`config.mk`:
```
export PLATFORM = sky130hd
export DESIGN_NAME = register_writeback_flat
export DESIGN_NICKNAME = d
export VERILOG_FILES = /design/src/rtl/register_writeback_if.sv /design/src/rtl/register_writeback.sv /design/src/flat_wrapper.sv
export SDC_FILE = /design/constraint.sdc
export NUM_CORES = 1
export LEC_CHECK = 0
export ABC_AREA = 1
export CORE_UTILIZATION = 55
export DETAILED_ROUTE_END_ITERATION = 10
export PLACE_DENSITY = 0.85
export SYNTH_ARGS = -nofsm -noshare
export SYNTH_HDL_FRONTEND = slang
export SYNTH_SLANG_ARGS = --single-unit
export TNS_END_PERCENT = 10
```
`constraint.sdc`:
```
create_clock -name i_Clock -period 3.02 [get_ports i_Clock]
set_input_delay 0.453 -clock i_Clock [delete_from_list [all_inputs] [get_ports i_Clock]]
set_output_delay 0.453 -clock i_Clock [all_outputs]
set_load 0.01 [all_outputs]
```
`src/rtl/register_writeback_if.sv`:
```
// rtl/register_writeback_if.sv - writeback port bundle: ALU/load inputs, register-file write, hazard queries
// Optional macro WB_FORWARD_EN adds the write-port forwarding outputs.
interface register_writeback_if #(
  parameter int DATA_WIDTH = 32,
  parameter int ADDR_WIDTH = 5,
  parameter int FIFO_DEPTH = 4
);
  localparam int LVL_W = $clog2(FIFO_DEPTH + 1);

  logic                  i_AluValid;
  logic [ADDR_WIDTH-1:0] i_AluAddr;
  logic [DATA_WIDTH-1:0] i_AluData;
  logic                  i_LdIssue;
  logic [ADDR_WIDTH-1:0] i_LdIssueAddr;
  logic                  i_LdRespValid;
  logic [ADDR_WIDTH-1:0] i_LdRespAddr;
  logic [DATA_WIDTH-1:0] i_LdRespData;
  logic                  o_LdRespReady;
  logic [ADDR_WIDTH-1:0] o_WrAddr;
  logic [DATA_WIDTH-1:0] o_WrData;
  logic                  o_WrEnable;
  logic [ADDR_WIDTH-1:0] i_QryAddrA;
  logic [ADDR_WIDTH-1:0] i_QryAddrB;
  logic                  o_BusyA;
  logic                  o_BusyB;
  logic                  o_Pending;
  logic [LVL_W-1:0]      o_FifoLevel;
`ifdef WB_FORWARD_EN
  logic                  o_FwdHitA;
  logic                  o_FwdHitB;
  logic [DATA_WIDTH-1:0] o_FwdDataA;
  logic [DATA_WIDTH-1:0] o_FwdDataB;
`endif

  modport master (
    output i_AluValid, i_AluAddr, i_AluData, i_LdIssue, i_LdIssueAddr,
    output i_LdRespValid, i_LdRespAddr, i_LdRespData, i_QryAddrA, i_QryAddrB,
    input  o_LdRespReady, o_WrAddr, o_WrData, o_WrEnable,
    input  o_BusyA, o_BusyB, o_Pending, o_FifoLevel
`ifdef WB_FORWARD_EN
    , input o_FwdHitA, o_FwdHitB, o_FwdDataA, o_FwdDataB
`endif
  );

  modport slave (
    input  i_AluValid, i_AluAddr, i_AluData, i_LdIssue, i_LdIssueAddr,
    input  i_LdRespValid, i_LdRespAddr, i_LdRespData, i_QryAddrA, i_QryAddrB,
    output o_LdRespReady, o_WrAddr, o_WrData, o_WrEnable,
    output o_BusyA, o_BusyB, o_Pending, o_FifoLevel
`ifdef WB_FORWARD_EN
    , output o_FwdHitA, o_FwdHitB, o_FwdDataA, o_FwdDataB
`endif
  );
endinterface

```
`src/rtl/register_writeback.sv`:
```
// rtl/register_writeback.sv - arbitrates ALU results and buffered load data onto the register-file write port
// Optional macro WB_FORWARD_EN adds forwarding of the in-flight write to the hazard queries.
module register_writeback #(
  parameter int DATA_WIDTH = 32,
  parameter int ADDR_WIDTH = 5,
  parameter int FIFO_DEPTH = 4
) (
  input logic                 i_Clock,
  input logic                 i_Reset,
  register_writeback_if.slave bus
);
  localparam int NUM_REGS = 2 ** ADDR_WIDTH;
  localparam int PTR_W    = $clog2(FIFO_DEPTH);
  localparam int LVL_W    = $clog2(FIFO_DEPTH + 1);

  logic [ADDR_WIDTH-1:0] fifo_addr [FIFO_DEPTH];
  logic [DATA_WIDTH-1:0] fifo_data [FIFO_DEPTH];
  logic [PTR_W-1:0]      wr_ptr;
  logic [PTR_W-1:0]      rd_ptr;
  logic [LVL_W-1:0]      level;
  logic [NUM_REGS-1:0]   busy;
  logic [NUM_REGS-1:0]   busy_next;
  logic                  full;
  logic                  empty;
  logic                  push;
  logic                  pop;
  logic                  sel_valid;
  logic [ADDR_WIDTH-1:0] sel_addr;
  logic [DATA_WIDTH-1:0] sel_data;
  logic                  wr_en_q;
  logic [ADDR_WIDTH-1:0] wr_addr_q;
  logic [DATA_WIDTH-1:0] wr_data_q;

  assign full  = (level == LVL_W'(FIFO_DEPTH));
  assign empty = (level == '0);
  // Ready looks only at the stored level so it never depends on this cycle's pop.
  assign bus.o_LdRespReady = ~full & ~i_Reset;
  assign push = bus.i_LdRespValid & bus.o_LdRespReady;
  assign pop  = ~bus.i_AluValid & ~empty;

  always_comb begin
    sel_valid = 1'b0;
    sel_addr  = '0;
    sel_data  = '0;
    if (bus.i_AluValid) begin
      sel_valid = 1'b1;
      sel_addr  = bus.i_AluAddr;
      sel_data  = bus.i_AluData;
    end else if (!empty) begin
      sel_valid = 1'b1;
      sel_addr  = fifo_addr[rd_ptr];
      sel_data  = fifo_data[rd_ptr];
    end
  end

  // Issue is applied after the pop clear so a same-cycle reissue keeps the register busy.
  always_comb begin
    busy_next = busy;
    if (pop) begin
      busy_next[fifo_addr[rd_ptr]] = 1'b0;
    end
    if (bus.i_LdIssue) begin
      busy_next[bus.i_LdIssueAddr] = 1'b1;
    end
    busy_next[0] = 1'b0;
  end

  always_ff @(posedge i_Clock) begin
    if (push) begin
      fifo_addr[wr_ptr] <= bus.i_LdRespAddr;
      fifo_data[wr_ptr] <= bus.i_LdRespData;
    end
  end

  always_ff @(posedge i_Clock) begin
    if (i_Reset) begin
      wr_ptr    <= '0;
      rd_ptr    <= '0;
      level     <= '0;
      busy      <= '0;
      wr_en_q   <= 1'b0;
      wr_addr_q <= '0;
      wr_data_q <= '0;
    end else begin
      if (push) begin
        wr_ptr <= wr_ptr + PTR_W'(1);
      end
      if (pop) begin
        rd_ptr <= rd_ptr + PTR_W'(1);
      end
      case ({push, pop})
        2'b10:   level <= level + LVL_W'(1);
        2'b01:   level <= level - LVL_W'(1);
        default: level <= level;
      endcase
      busy    <= busy_next;
      wr_en_q <= sel_valid & (sel_addr != '0);
      if (sel_valid) begin
        wr_addr_q <= sel_addr;
        wr_data_q <= sel_data;
      end
    end
  end

  assign bus.o_WrEnable  = wr_en_q;
  assign bus.o_WrAddr    = wr_addr_q;
  assign bus.o_WrData    = wr_data_q;
  assign bus.o_BusyA     = busy[bus.i_QryAddrA];
  assign bus.o_BusyB     = busy[bus.i_QryAddrB];
  assign bus.o_Pending   = |busy;
  assign bus.o_FifoLevel = level;

`ifdef WB_FORWARD_EN
  assign bus.o_FwdHitA  = wr_en_q & (wr_addr_q == bus.i_QryAddrA) & (bus.i_QryAddrA != '0);
  assign bus.o_FwdHitB  = wr_en_q & (wr_addr_q == bus.i_QryAddrB) & (bus.i_QryAddrB != '0);
  assign bus.o_FwdDataA = wr_data_q;
  assign bus.o_FwdDataB = wr_data_q;
`endif
endmodule

```
`src/flat_wrapper.sv`:
```
// flat-port wrapper written by rule: the top's interface ports become plain ports
module register_writeback_flat 
#(
  parameter int DATA_WIDTH = 32,
  parameter int ADDR_WIDTH = 5,
  parameter int FIFO_DEPTH = 4
)
  (i_Clock, i_Reset, bus_i_AluValid, bus_i_AluAddr, bus_i_AluData, bus_i_LdIssue, bus_i_LdIssueAddr, bus_i_LdRespValid, bus_i_LdRespAddr, bus_i_LdRespData, bus_i_QryAddrA, bus_i_QryAddrB, bus_o_LdRespReady, bus_o_WrAddr, bus_o_WrData, bus_o_WrEnable, bus_o_BusyA, bus_o_BusyB, bus_o_Pending, bus_o_FifoLevel);
  register_writeback_if #(.DATA_WIDTH(DATA_WIDTH), .ADDR_WIDTH(ADDR_WIDTH), .FIFO_DEPTH(FIFO_DEPTH)) bus_i ();
  input logic i_Clock;
  input logic i_Reset;
  input wire logic [$bits(bus_i.i_AluValid)-1:0] bus_i_AluValid;
  input wire logic [$bits(bus_i.i_AluAddr)-1:0] bus_i_AluAddr;
  input wire logic [$bits(bus_i.i_AluData)-1:0] bus_i_AluData;
  input wire logic [$bits(bus_i.i_LdIssue)-1:0] bus_i_LdIssue;
  input wire logic [$bits(bus_i.i_LdIssueAddr)-1:0] bus_i_LdIssueAddr;
  input wire logic [$bits(bus_i.i_LdRespValid)-1:0] bus_i_LdRespValid;
  input wire logic [$bits(bus_i.i_LdRespAddr)-1:0] bus_i_LdRespAddr;
  input wire logic [$bits(bus_i.i_LdRespData)-1:0] bus_i_LdRespData;
  input wire logic [$bits(bus_i.i_QryAddrA)-1:0] bus_i_QryAddrA;
  input wire logic [$bits(bus_i.i_QryAddrB)-1:0] bus_i_QryAddrB;
  output wire logic [$bits(bus_i.o_LdRespReady)-1:0] bus_o_LdRespReady;
  output wire logic [$bits(bus_i.o_WrAddr)-1:0] bus_o_WrAddr;
  output wire logic [$bits(bus_i.o_WrData)-1:0] bus_o_WrData;
  output wire logic [$bits(bus_i.o_WrEnable)-1:0] bus_o_WrEnable;
  output wire logic [$bits(bus_i.o_BusyA)-1:0] bus_o_BusyA;
  output wire logic [$bits(bus_i.o_BusyB)-1:0] bus_o_BusyB;
  output wire logic [$bits(bus_i.o_Pending)-1:0] bus_o_Pending;
  output wire logic [$bits(bus_i.o_FifoLevel)-1:0] bus_o_FifoLevel;
  assign bus_i.i_AluValid = bus_i_AluValid;
  assign bus_i.i_AluAddr = bus_i_AluAddr;
  assign bus_i.i_AluData = bus_i_AluData;
  assign bus_i.i_LdIssue = bus_i_LdIssue;
  assign bus_i.i_LdIssueAddr = bus_i_LdIssueAddr;
  assign bus_i.i_LdRespValid = bus_i_LdRespValid;
  assign bus_i.i_LdRespAddr = bus_i_LdRespAddr;
  assign bus_i.i_LdRespData = bus_i_LdRespData;
  assign bus_i.i_QryAddrA = bus_i_QryAddrA;
  assign bus_i.i_QryAddrB = bus_i_QryAddrB;
  assign bus_o_LdRespReady = bus_i.o_LdRespReady;
  assign bus_o_WrAddr = bus_i.o_WrAddr;
  assign bus_o_WrData = bus_i.o_WrData;
  assign bus_o_WrEnable = bus_i.o_WrEnable;
  assign bus_o_BusyA = bus_i.o_BusyA;
  assign bus_o_BusyB = bus_i.o_BusyB;
  assign bus_o_Pending = bus_i.o_Pending;
  assign bus_o_FifoLevel = bus_i.o_FifoLevel;
  register_writeback #(.DATA_WIDTH(DATA_WIDTH), .ADDR_WIDTH(ADDR_WIDTH), .FIFO_DEPTH(FIFO_DEPTH)) u_core (.i_Clock(i_Clock), .i_Reset(i_Reset), .bus(bus_i));
endmodule
```
==> results by stage, run 1 <==
Drt:
- The count of vias placed by the detailed router is a little under 8000.
- The DRC violation count after routing is 0.
- Wires add up to between 20000 and 25000 um.
- The number of nets with antenna violations after routing is 0.
- The count of routing violations after the opening detailed-route iteration is 762.
- Dividing the detail-routed wire length by the instance count gives around 18 um.
- The first detailed-routing pass took 5 iterations.
- The ratio of routed vias to standard cells is 5.66.

STA:
- The final critical path takes up 90.4% of the cycle.
- The final number of max-transition violations is 0.
- The routed design could run at a clock period as short as roughly 2.7 ns.
- The total negative slack is 0 ns.
- Setup repair after global routing left no endpoint under its margin.
- In the post-route analysis, the smallest setup slack over all paths is about 0.3 ns.
- Setup violations remaining at the end of the flow were counted as 0.
- The final number of hold-violating endpoints was 0.
- For the pin with the worst max-slew slack, the measured transition is 0.921 ns.
- Across the routed clock network, the largest skew measured is about 0.028 ns.
- The post-route worst hold slack is roughly 0.46 ns.
- Timing would allow up to roughly 370 MHz.
- The headroom to the max-slew limit is between 30% and 40%.

Synth:
- Of all flip-flops after synthesis, the portion carrying an async set or reset was 0%.
- The net count after synthesis is 1113.
- A synthesized cell averages 9.81 um^2.
- The post-synthesis sequential area ratio is 60.4%.
- The instance count of the mapped netlist is roughly 1000.
- The cell area that synthesis handed to floorplanning was between 0.009 and 0.01 mm^2.
- Among all flip-flop cells after synthesis, the most frequent one is edfxtp_1.
- The number of register bits inferred by synthesis is between 200 and 250.
- Yosys printed 0 warnings.
- The number of synthesized flops with an enable pin is roughly 150.
- The number of distinct library cells after synthesis is 36.

Global routing:
- After global routing the overflow that remains totals 0.
- Entering global routing, the biggest net connects 76 pins.
- The number of global-route vias before repair is ~7800.
- The first global-routing pass estimated around 38000 um of wire.
- The initial antenna violation count came to 1.
- The overall global routing resource usage is a little over a quarter.

Cells and area:
- Of the cells placed in the final design, the portion with a size suffix greater than 1 is a little under an eighth.
- The filler cells instantiated in the layout total roughly 1200.
- The number of antenna diodes in the final layout is 0.
- The register area is 0.00601 mm^2.
- The area of the multi-input gates is roughly 0.0035 mm^2.
- The area growth from synthesis to layout is 24.1%.
- At the end of the flow, the number of nets in the layout was around 1200.

Critical path:
- The setup check on the worst reg-to-reg path leaves a slack of between 0.8 and 0.9 ns.
- The endpoint of the worst-slack reg-to-reg timing path is u_core.bus.o_FifoLevel[2].
- The most used cell along the critical path is nand2_1.
- The number of buffers and inverters on the critical path is 3.
- For the worst setup path, the data arrival time is around 2.3 ns.
- The kind of cell with the highest combined delay on the critical path is buffers and inverters.
- The required time of the critical path is between 2 and 3 ns.
- The longest individual stage delay on the worst path is ~0.52 ns.
- The number of cells on the worst reg-to-reg path is 10.
- STA classifies the critical path endpoint as an output pin.
- The kind of critical path is in -> out.
- The nature of the critical path startpoint is an input port.
- The maximum fanout along the worst path is 15.
- The cell with the largest stage delay on the worst path is clkdlybuf4s50_1.
- Traced cell by cell, the critical path runs through clkdlybuf4s50_1, inv_1, nand2_1, nand3_1, nand3_1, nand2_1, nand2_1, nand2_1, nand2_1, nand2_1, clkdlybuf4s50_1.
- The origin of the critical flop-to-flop path is u_core.bus.o_FifoLevel[0].

Clocking:
- TritonCTS built the clock tree.
- Clock tree synthesis inserted a total of 24 buffers.
- The post-CTS setup-driven buffer insertion count is 0.
- In this run, post-CTS hold repair placed 0 buffers.
- The clock slew at the register clock pins of the worst setup and hold paths is 0.06 ns.
- The H-tree depth is 1.
- The clock reaches the later pin of the worst-skew pair after roughly 0.55 ns.
- After clock tree synthesis, the repair step resized 0 gates.
- The clock sink count is approximately 230.
- The cell sitting at the root of the clock tree is a clkbuf_16.
- The clock passes through at most 3 buffers.

Worst hold path:
- The worst hold path belongs to the class in -> reg.
- The startpoint of the most critical hold path is i_Reset.
- The worst hold path passes through 4 cells.
- The capture endpoint of the worst hold path is u_core.wr_ptr[0].

Power and ir drop:
- The analysis attributes to cell leakage a power of approximately 4.4 nW.
- The maximum vdd drop is 677 uV.
- Power spread over the standard cell area amounts to 706 mW/mm^2.

Floorplanning:
- The horizontal die dimension is around 140 um.
- The initial utilization of the core area, before any placement, comes to ~57%.
- The total I/O pin count is 139.
- The die height is about 140 um.
- The full die area is roughly 0.019 mm^2.
- The standard cell core area is ~0.017 mm^2.
- The row count is 48.

Placement:
- The post-placement worst setup slack is 0.309 ns.
- The wire-length estimate of the detail-placed layout is 15100 um.
- The congestion estimate from routability-driven global placement came to between 0.9 and 1.
- Buffers placed on the I/O ports in this run total approximately 140.

Status:
- The run finished with clean final reports.

Run:
- The tool flagged a number of max-cap violations equal to 0.
## metal layers
| layer | wire (um) | global-route usage [%] | share of wire [%] |
|---|---|---|---|
| met4 | 632 | 12.2 | 2.6 |
| met2 | 12400 | 46.6 | 51 |
| met1 | 9750 | 32.0 | 40 |
| met5 | 0 | 0 | 0 |
| met3 | 1670 | 4.77 | 6.8 |
## cell usage in the layout (no fill, tap or decap), types with 4 or more instances in the layout
master	instances
a21oi_1	23
a21oi_2	23
a31oi_1	32
buf_4	17
clkbuf_1	4
clkbuf_16	24
clkdlybuf4s50_1	136
clkinv_1	4
clkinv_2	4
dfxtp_1	77
edfxtp_1	148
ha_1	5
inv_1	46
nand2_1	302
nand2_2	6
nand2_4	7
nand3_1	43
nand3_2	7
nor2_1	71
nor2_4	13
nor3_1	13
nor4_1	7
o211ai_1	6
o21ai_0	67
o21ai_1	10
o22ai_1	32
## sequential cells by signal, indices dropped and copies added (netlist names), named ones only
name,flops
u_core.bus.o_WrAddr,5
u_core.fifo_data,128
u_core.busy,31
u_core.fifo_addr,20
u_core.bus.o_WrData,32
u_core.wr_ptr,2
u_core.bus.o_WrEnable,1
u_core.bus.o_FifoLevel,3
u_core.rd_ptr,2
## cells by family (layout without fill, tap and decap cells)
logic type               count (synthesis)  in the layout  synth area share, %
adder cells (fa/ha/maj)                  6              6                0.831
buffers and inverters                  101            252                 4.68
AO/OA/AOI/OAI                          197            197                 11.9
AND/OR/NAND/NOR                        483            483                 22.2
flip-flops                             226            226                 60.4
## area by class of cell
class / count / share of cell area, %
sequential: 226 / 48.7
multi-input combinational: 686 / 28.4
timing repair buffer: 158 / 12.6
clock buffer: 29 / 5.10
tap: 225 / 2.28
inverter: 50 / 1.58
clock inverter: 15 / 1.30
## worst max-delay path by stage
stage,startpoint,to,slack [ns],cells past startpoint
after floorplan,u_core.bus.o_FifoLevel[0],u_core.fifo_addr[0][0],0.005,4
after global placement,bus_i_QryAddrB[0],bus_o_BusyB,0.33,11
after detailed placement,bus_i_QryAddrB[0],bus_o_BusyB,0.31,11
after CTS,bus_i_QryAddrB[0],bus_o_BusyB,0.30,11
after global routing,bus_i_QryAddrA[0],bus_o_BusyA,0.11,11
final,bus_i_QryAddrB[0],bus_o_BusyB,0.29,11
## where the power goes
part / switching [mW] / leakage (nW) / internal [mW]
Clock: 1.24 / 0.380 / 1.68
Combinational: 1.38 / 2.04 / 0.791
Sequential: 0.107 / 1.98 / 3.52
## synthesized netlist by cell type (all sizes together), types with 6 or more instances
cell type	n	area, um^2
nand2	317	1290
edfxtp	148	4440
nor2	90	462
dfxtp	78	1560
o21ai	77	385
nand3	52	320
inv	50	195
a21oi	47	325
buf	33	203
a31oi	32	200
o22ai	32	200
clkbuf	18	67.6
nor3	13	65.1
nor4	7	43.8
o211ai	6	45.0
## metrics by stage
step	utilization [%]	total power, mW	instance area [um^2]	cells
floorplan	-	5.11	9940	1013
global placement	66.1	5.77	11500	1345
detailed placement	66.1	5.83	11500	1345
CTS	70.6	8.74	12300	1389
global route	70.6	9.08	12300	1389
finish	70.6	8.71	12300	1389
## worst reg2reg max path: cells and delay by family (launching register included)
family                   cells  cell delay, ns
AO/OA/AOI/OAI                5            0.60
adder cells (fa/ha/maj)      2            0.58
buffers and inverters        1            0.07
flip-flops                   1            0.35
AND/OR/NAND/NOR              2            0.46
Note: power is estimated with default switching activity, not from simulation.
==> run 2, diff against run 1 <==
- GPL_ROUTABILITY_DRIVEN: default -> 0
==> results by stage, run 2 (synthesis gave the netlist of run 1 again) <==
Status:
- The run finished with clean final reports.

Clocking:
- The clock sink count is 226 (unchanged).
- The number of resized instances in the post-cts repair step is 0 (unchanged).
- The number of clock buffers inserted by TritonCTS is 23 (-4.2%).
- The TritonCTS clock tree is done.
- The quantity of hold-fixing buffers added after cts was 0 (unchanged).
- The H-tree depth is 1 (unchanged).
- The post-CTS setup-driven buffer insertion count is 0 (unchanged).
- The clock slew at the register clock pins of the worst setup and hold paths is 0.06 ns (about the same).
- The cell sitting at the root of the clock tree is a clkbuf_16.
- The buffer levels on the longest clock path is 3 (unchanged).
- The clock latency of the later-clocked register in the worst-skew pair came to 0.52 ns (-0.03 ns).

Cells and area:
- The final-layout fill cell count is 1213 (+0.58%).
- The library cells used most frequently in the layout, excluding fill and tap cells, are nand2_1 (302), edfxtp_1 (148), clkdlybuf4s50_1 (136).
- The area of the multi-input gates is 0.00350 mm^2 (unchanged).
- From synthesis to final layout, the design area changed by 24.6%.
- The end-of-flow core utilization is 70.9% (+0.26 points).
- The post-layout instance count excluding filler cells is 1387 (-0.14%).
- The register bank with the most flops is u_core.fifo_data.
- The flip-flop count of the largest register, all copies and words added is 128 (unchanged).
- The commonest non-fill, non-tap cell in the layout is nand2_1.
- The final layout net count was 1244 (-0.16%).
- The register area is 0.00601 mm^2 (unchanged).
- The ratio of cells with drive above 1 in the final layout is 11.4% (+0.12 points).

Critical path:
- The critical path is of the in -> out type.
- The signal on the critical path passes through clkdlybuf4s50_1, inv_1, a21oi_1, o21ai_0, nand3_1, nand2_1, nand2_1, nand2_1, nand2_1, nand2_1, clkdlybuf4s50_1.
- The most used cell along the critical path is nand2_1.
- The number of buffers and inverters on the critical path is 3 (unchanged).
- The longest individual stage delay on the worst path is 0.55 ns (+0.03 ns).
- The required time of the critical path was 2.57 ns (about the same).
- The slowest stage of the critical path belongs to the cell clkdlybuf4s50_1.
- The nature of the critical path startpoint is an input port.
- The origin of the critical flop-to-flop path is u_core.bus.o_FifoLevel[0].
- The type of element capturing the critical path is an output pin.
- The critical path arrival was 2.37 ns (+0.09 ns).
- The maximum fanout along the worst path is 11 (-4).
- In this run the worst setup path begins at bus_i_QryAddrA[1].
- Grouping stages by cell kind, the critical path spends the most delay in buffers and inverters.

Floorplanning:
- The die height is 136 um (unchanged).
- The horizontal die dimension came to 136 um (unchanged).
- The total I/O pin count is 139 (unchanged).
- The row count is 48 (unchanged).
- The standard cell core area is 0.0175 mm^2 (unchanged).
- The effective utilization at floorplan was 56.9% (unchanged).
- The full die area came to 0.0186 mm^2 (unchanged).

Global routing:
- The overall global routing resource usage was 26.1% (-0.59 points).
- The number of global-route vias before repair is 7731 (-0.44%).
- The wire length of the first global-routing pass is 37900 um (-0.92%).
- The global-route congestion overflow total is 0 (unchanged).
- The initial antenna violation count is 1 (unchanged).
- The largest net degree at the start of global routing is 76 (unchanged).

Run:
- The number of maximum-capacitance violations is 0 (unchanged).

STA:
- The final number of max-transition violations is 0 (unchanged).
- The final critical-path share of the clock period is 93.3% (+3.0 points).
- The final number of hold-violating endpoints is 0 (unchanged).
- The top achievable clock speed was 355 MHz (-3.2%).
- The transition at the pin with the smallest max-transition slack came to 0.970 ns (+0.0485 ns).
- The count of endpoints failing setup in the final report is 0 (unchanged).
- The headroom to the max-slew limit came to 35.2% (-3.2 points).
- The clock tree skew after final layout was 0.0130 ns (-0.0148 ns).
- The total negative slack is 0 ns (unchanged).
- Setup repair after global routing left no endpoint under its margin.
- The time the final worst path needs with I/O delays and setup is 2.82 ns (+0.0904 ns).

Power and ir drop:
- The overall power after layout was 8.87 mW (+1.8%).
- The maximum vdd drop is 613 uV (-9.3%).
- The leakage power was 4.42 nW (+0.49%).
- The areal power density over the cells is 717 mW/mm^2 (+1.4%).

Drt:
- The count of routing violations after the opening detailed-route iteration came to 690 (-9.4%).
- The ratio of routed vias to standard cells is 5.66 (about the same).
- The number of nets with antenna violations after routing came to 0 (unchanged).
- The final wirelength came to 23700 um (-2.8%).
- The DRC violation count after routing is 0 (unchanged).
- The wire length per cell came to 17.1 um (-2.7%).
- The count of vias placed by the detailed router is 7850 (-0.17%).
- The number of iterations in the first detailed-routing pass came to 6 (+1).

Worst hold path:
- The tightest min-delay check is of the in -> reg type.
- The startpoint of the most critical hold path is bus_i_AluValid.

Placement:
- The HPWL reported at the end of detailed placement was 14900 um (-1.3%).
- The count of buffers inserted at the top-level ports was 138 (unchanged).
- The instance count after placement with tap cells included came to 1344 (-0.074%).
run 2: report_power, final:
part / internal (mW) / switching (mW) / total [mW]
clock: 1.89 / 1.17 / 3.06
sequential: 3.52 / 0.105 / 3.62
combinational: 0.803 / 1.39 / 2.19
run 2: worst reg2reg max path: stages, from the launching register on:
cell	delay, ns
dfxtp_1	0.35
nor2_2	0.21
a21oi_1	0.11
nand2_1	0.08
buf_4	0.21
ha_1	0.17
inv_1	0.07
fa_1	0.39
a21oi_1	0.14
o21ai_0	0.11
o21ai_0	0.15
a21oi_1	0.05
run 2: layer usage:
metal / global-route usage (%) / vias to the layer above / wire [um]
met4: 11.1 / 0 / 701
li1: - / 3754 / -
met3: 4.25 / 61 / 1720
met1: 32.1 / 3704 / 9520
met5: 0 / - / 0
met2: 45.4 / 331 / 11800
run 2: worst paths after layout:
path | depth (start not counted) | slack (ns) | to
worst max register to register | 11 | 0.86 | u_core.bus.o_FifoLevel[2]
worst min-delay path | 5 | 0.47 | u_core.bus.o_WrData[22]
worst max-delay path | 11 | 0.20 | bus_o_BusyA
worst min register to register | 2 | 0.49 | u_core.bus.o_WrData[2]
run 2: area by class of cell:
cell class                 count  share of cell area (%)
antenna                        1                  0.0202
clock buffer                  28                    4.96
clock inverter                14                    1.73
inverter                      50                    1.58
multi-input combinational    686                    28.3
sequential                   226                    48.5
tap                          225                    2.27
timing repair buffer         157                    12.6
run 2: metrics by stage:
stage	setup WS [ns]	cell area (um^2)	hold WS, ns
final	0.201	12400	0.470
after floorplan	0.00547	9940	0.452
after global placement	0.291	11600	0.468
after CTS	0.227	12400	0.460
after detailed placement	0.234	11600	0.482
after global routing	0.0407	12400	0.479
